File: src/rtl/lfsr_stream_if.sv
// lfsr_stream_if: control and result signals of one lfsr_stream instance.
// The master drives enable/seed/mode and observes state, random bits and status.
interface lfsr_stream_if #(
  parameter int LEN  = 8,
  parameter int STEP = 1
);
  logic            en;
  logic            seed_ld;
  logic [LEN-1:0]  seed;
  logic            mode;
  logic [LEN-1:0]  sreg;
  logic [STEP-1:0] rnd;
  logic            valid;
  logic            wrap;
  logic            lockup;
  logic [LEN-1:0]  period;

  modport master (
    output en, seed_ld, seed, mode,
    input  sreg, rnd, valid, wrap, lockup, period
  );

  modport slave (
    input  en, seed_ld, seed, mode,
    output sreg, rnd, valid, wrap, lockup, period
  );
endinterface

File: src/rtl/lfsr_stream.sv
// lfsr_stream: STEP shifts of a Galois/Fibonacci LFSR per en, 1-cycle latency, no backpressure.
// Optional LFSR_PERIOD_EN adds a sequence-period counter; without it period is tied to 0.
module lfsr_stream #(
  parameter int             LEN       = 8,
  parameter logic [LEN-1:0] TAPS      = LEN'(8'b10111000),
  parameter int             STEP      = 1,
  parameter logic [LEN-1:0] SAFE_SEED = LEN'(1)
) (
  input logic          clk,
  input logic          rst,
  lfsr_stream_if.slave bus
);

  function automatic logic [LEN-1:0] bitrev(input logic [LEN-1:0] v);
    logic [LEN-1:0] r;
    r = '0;
    for (int i = 0; i < LEN; i++) begin
      r[i] = v[LEN-1-i];
    end
    return r;
  endfunction

  localparam logic [LEN-1:0] FIB_MASK = bitrev(TAPS);

  logic [LEN-1:0]  sreg_q;
  logic [LEN-1:0]  seed_q;
  logic [STEP-1:0] rnd_q;
  logic            valid_q;
  logic            wrap_q;
  logic            lockup_q;

  logic [LEN-1:0]  load_val;
  logic            seed_zero;
  logic [LEN-1:0]  adv_state;
  logic [STEP-1:0] adv_rnd;
  logic            adv_wrap;

  // A zero seed would freeze the register, so it is replaced on every load path.
  assign seed_zero = (bus.seed == '0);
  assign load_val  = seed_zero ? SAFE_SEED : bus.seed;

  // STEP single shifts unrolled into one combinational cone.
  always_comb begin
    logic [LEN-1:0] s;
    s       = sreg_q;
    adv_rnd = '0;
    for (int k = 0; k < STEP; k++) begin
      adv_rnd[k] = s[0];
      if (!bus.mode) begin
        s = {1'b0, s[LEN-1:1]} ^ (s[0] ? TAPS : '0);
      end else begin
        s = {^(s & FIB_MASK), s[LEN-1:1]};
      end
    end
    adv_state = s;
  end

  assign adv_wrap = (adv_state == seed_q);

  always_ff @(posedge clk) begin
    if (rst) begin
      sreg_q   <= load_val;
      seed_q   <= load_val;
      lockup_q <= seed_zero;
      rnd_q    <= '0;
      valid_q  <= 1'b0;
      wrap_q   <= 1'b0;
    end else if (bus.seed_ld) begin
      sreg_q   <= load_val;
      seed_q   <= load_val;
      lockup_q <= seed_zero;
      valid_q  <= 1'b0;
      wrap_q   <= 1'b0;
    end else if (bus.en) begin
      sreg_q   <= adv_state;
      rnd_q    <= adv_rnd;
      valid_q  <= 1'b1;
      wrap_q   <= adv_wrap;
    end else begin
      valid_q  <= 1'b0;
      wrap_q   <= 1'b0;
    end
  end

`ifdef LFSR_PERIOD_EN
  logic [LEN-1:0] cnt_q;
  logic [LEN-1:0] period_q;
  logic [LEN-1:0] cnt_inc;

  // Saturates so a sequence longer than the counter reports all-ones, never a small bogus value.
  assign cnt_inc = (cnt_q == '1) ? cnt_q : cnt_q + 1'b1;

  always_ff @(posedge clk) begin
    if (rst) begin
      cnt_q    <= '0;
      period_q <= '0;
    end else if (bus.seed_ld) begin
      cnt_q    <= '0;
    end else if (bus.en) begin
      if (adv_wrap) begin
        period_q <= cnt_inc;
        cnt_q    <= '0;
      end else begin
        cnt_q    <= cnt_inc;
      end
    end
  end

  assign bus.period = period_q;
`else
  assign bus.period = '0;
`endif

  assign bus.sreg   = sreg_q;
  assign bus.rnd    = rnd_q;
  assign bus.valid  = valid_q;
  assign bus.wrap   = wrap_q;
  assign bus.lockup = lockup_q;

endmodule

File: src/flat_wrapper.sv
// flat-port wrapper written by rule: the top's interface ports become plain ports
module lfsr_stream_flat 
#(
  parameter int             LEN       = 8,
  parameter logic [LEN-1:0] TAPS      = LEN'(8'b10111000),
  parameter int             STEP      = 1,
  parameter logic [LEN-1:0] SAFE_SEED = LEN'(1)
)
  (clk, rst, bus_en, bus_seed_ld, bus_seed, bus_mode, bus_sreg, bus_rnd, bus_valid, bus_wrap, bus_lockup, bus_period);
  lfsr_stream_if #(.LEN(LEN), .STEP(STEP)) bus_i ();
  input logic clk;
  input logic rst;
  input wire logic [$bits(bus_i.en)-1:0] bus_en;
  input wire logic [$bits(bus_i.seed_ld)-1:0] bus_seed_ld;
  input wire logic [$bits(bus_i.seed)-1:0] bus_seed;
  input wire logic [$bits(bus_i.mode)-1:0] bus_mode;
  output wire logic [$bits(bus_i.sreg)-1:0] bus_sreg;
  output wire logic [$bits(bus_i.rnd)-1:0] bus_rnd;
  output wire logic [$bits(bus_i.valid)-1:0] bus_valid;
  output wire logic [$bits(bus_i.wrap)-1:0] bus_wrap;
  output wire logic [$bits(bus_i.lockup)-1:0] bus_lockup;
  output wire logic [$bits(bus_i.period)-1:0] bus_period;
  assign bus_i.en = bus_en;
  assign bus_i.seed_ld = bus_seed_ld;
  assign bus_i.seed = bus_seed;
  assign bus_i.mode = bus_mode;
  assign bus_sreg = bus_i.sreg;
  assign bus_rnd = bus_i.rnd;
  assign bus_valid = bus_i.valid;
  assign bus_wrap = bus_i.wrap;
  assign bus_lockup = bus_i.lockup;
  assign bus_period = bus_i.period;
  lfsr_stream #(.LEN(LEN), .TAPS(TAPS), .STEP(STEP), .SAFE_SEED(SAFE_SEED)) u_core (.clk(clk), .rst(rst), .bus(bus_i));
endmodule
File: config.mk
export PLATFORM = sky130hd
export DESIGN_NAME = lfsr_stream_flat
export DESIGN_NICKNAME = d
export VERILOG_FILES = /design/src/rtl/lfsr_stream_if.sv /design/src/rtl/lfsr_stream.sv /design/src/flat_wrapper.sv
export SDC_FILE = /design/constraint.sdc
export NUM_CORES = 1
export LEC_CHECK = 0
export ABC_AREA = 1
export CORE_ASPECT_RATIO = 0.7
export CORE_MARGIN = 1.5
export CORE_UTILIZATION = 42
export CTS_CLUSTER_SIZE = 24
export DETAILED_ROUTE_END_ITERATION = 16
export PLACE_DENSITY = 0.75
export SYNTH_ARGS = -nofsm -noshare
export SYNTH_HDL_FRONTEND = slang
export SYNTH_SLANG_ARGS = --single-unit
File: constraint.sdc
create_clock -name clk -period 1.2 [get_ports clk]
set_input_delay 0.24 -clock clk [delete_from_list [all_inputs] [get_ports clk]]
set_output_delay 0.24 -clock clk [all_outputs]
set_load 0.005 [all_outputs]
==> qor.yml <==
clocking:
  postCtsHoldBufs: 0
  clk_latency_ns: 0.26
  cts_tree: "yes"
  cts_made_buffers: 3
  cts.sink_count: 20
  cts_max_level: 1
  clock_path_buffers: 2
  path_clk_slew_ns: 0.07
  root_buffer: "clkbuf_8"
floorplan:
  dieArea_um2: 2996
  start_util: 0.4496
  die_h_um: 46.25
  rows: 15
  core_um2: 2496
  die_w_um: 64.79
  pin_count: 33
sta:
  hold_violations: 0
  final_max_slew_viol_count: 0
  fin_crit_sh: 1.170
  fin_crit_ns: 1.404
  setup_slack_ns: -0.2042
  finClkSkew_ns: 0.003807
  fmax_ghz: 0.7121
  rsz0062_at_grt: "yes"
  setup_violations: 7
logic_synthesis:
  postSynthAreaPerCell_um2: 7.904
  synth-compound-area-share: 0.05128
  yosysWarnings: 0
  synthAdderAreaFrac: 0
  syn-cell-area_um2: 1122
  synth_top_area_frac: 0.4548
  synth-seq-area-share: 0.5084
  yosysTopAreaCell: "edfxtp_1"
  synth_top_family_by_area: "simple AND/OR/NAND/NOR gates"
  synth_mux_area_frac: 0
  yosys.area_share.simple: 0.2720
  synth_cells: 142
  synth.area.top_cells: "edfxtp_1, nand2_1, inv_1, dfxtp_1, nand3_1"
  synth-seq-cells: 20
  synth_xor_xnor_area_share: 0.007804
  synth_cell_types: 20
cells_and_area:
  drive_gt1_frac: 0.3889
  antenna_cells: 0
  final_cells: 232
  final_nets: 212
  final_common_cell: "nand2_1"
  fillers: 175
  area_growth_pct: 63.43
  finish.utilization: 0.7348
  layout_common_cells: "nand2_1, buf_4, inv_1, edfxtp_1, buf_6"
routing:
  met2_length_um: 1826
  wirelength_um: 3453
  drt-pass1-iter-count: 4
  top_layer: "met4"
  drt-met1-wl_um: 1342
  ant_nets: 0
  dr.first_iter.drc_count: 79
  drc: 0
  wl_met3_um: 221
  wire_per_inst_um: 14.88
  via_per_inst: 4.853
  dr_total_vias: 1126
pwr:
  clkPwrFrac: 0.237
  p_sw_uw: 588.0
  seqPwrFrac: 0.437
  ir_drop_mv: 0.5785
  comb_power_share: 0.326
  p_int_uw: 1382
  power.total_uw: 1970
  p_leak_uw: 0.0008865
  sw_frac_of_total: 0.2985
  p_per_area_nw_per_um2: 1074
critical_path:
  path_buf_inv: 2
  cp_slowest_stage_delay_ns: 0.43
  endpoint_kind: "flop"
  path_delay_family: "flip-flops"
  crit_arrival_ns: 1.42
  slowest_stage: "edfxtp_1"
  critPathLaunchType: "flop"
  cp-startpoint: "u_core.bus.sreg[4]$_DFFE_PP_"
  path_cells: "buf_6 > inv_2 > nand2_1 > nand2_2 > nand2_2 > nand3_4 > nand2_4 > nand2_1 > o21ai_1"
  required_ns: 1.22
  r2r-start: "u_core.bus.sreg[4]$_DFFE_PP_"
  cp_max_fo: 3
  crit_type: "reg2reg"
run:
  max_cap_violations: 0
placement:
  place_ws_ns: -0.3529
  hpwl_um: 1994
  globalplace.congestion: 0.8412
  portBuffers: 24
  numPlacedInstances: 215
grt:
  antenna_found_initial: 0
  grt_max_degree: 12
  grt_first_pass_wirelength_um: 4540
  overflow: 0
  grt_pass1_vias: 994
  grt_usage: 0.2162
min_path:
  hold_path.class: "reg2reg"
  hp-start: "u_core.bus.rnd$_SDFFE_PP0P_"
status:
  failed_checks: "negative setup slack"
  outcome: "finished, violations left"
## timing repair
action                     4_1_cts  5_1_grt
gates resized for setup         51       24
pin swaps                        8       10
setup buffers                    8        7
setup endpoints to repair       37       30
## power by group through the flow
stage	combinational (uW)	sequential, uW	clock [uW]
CTS	544	854	471
finish	642	861	466
floorplan	205	880	0
detailed placement	424	883	0
global route	686	865	487
global placement	411	879	0
## worst paths after layout
check,end,slack [ns],cells past startpoint
worst min-delay path,u_core.bus.rnd$_SDFFE_PP0P_,0.52,2
worst max register to register,u_core.bus.sreg[7]$_DFFE_PP_,-0.20,9
worst min register to register,u_core.bus.rnd$_SDFFE_PP0P_,0.52,2
worst max-delay path,u_core.bus.sreg[7]$_DFFE_PP_,-0.20,9
## logic make-up after synthesis
| group | count (synthesis) |
|---|---|
| AO/OA/AOI/OAI | 11 |
| flip-flops | 20 |
| other | 1 |
| XOR/XNOR | 1 |
| AND/OR/NAND/NOR | 70 |
| buffers and inverters | 39 |
## metal layers
layer / track usage / vias to the layer above
met5: 0 / -
met4: 0.1234 / 0
met3: 0.05379 / 8
met2: 0.4000 / 51
met1: 0.2334 / 527
li1: - / 540
## through the flow
step / instance area [um^2] / hold slack, ns / TNS (ns)
6_report: 1834 / 0.5197 / -0.6476
5_1_grt: 1834 / 0.5618 / -1.167
4_1_cts: 1732 / 0.5183 / -0.3660
3_5_place_dp: 1521 / 0.5144 / -8.110
3_3_place_gp: 1521 / 0.4806 / -6.392
2_1_floorplan: 1150 / 0.3185 / -0.02163
## area by class of cell
class                      count  area, um^2  share of cell area
sequential                    20       571.8              0.3117
timing repair buffer          61       550.5              0.3001
multi-input combinational     90       533.0              0.2906
clock buffer                   4       45.04             0.02456
inverter                      23       91.34             0.04980
tap                           34       42.54             0.02319
## Yosys cell counts (all sizes together)
library cell	n
o21ai	9
nor2	10
nand3	13
nand2	45
a211oi	1
inv	23
a21oi	1
nand4	1
clkbuf	8
buf	8
nand3b	1
conb	1
dfxtp	3
edfxtp	17
xnor2	1
## flip-flops by register name, summed over array words and instances, names as in the netlist
signal	count
u_core.bus.sreg	8
u_core.seed_q	8
u_core.bus.lockup	1
u_core.bus.rnd	1
u_core.bus.valid	1
u_core.bus.wrap	1
## tightest hold or removal path, stage by stage, from the launching register on
cell and delay, ns:
dfxtp_2 0.32, nor2_1 0.11, a211oi_1 0.05
(Power assumes the default switching activity.)
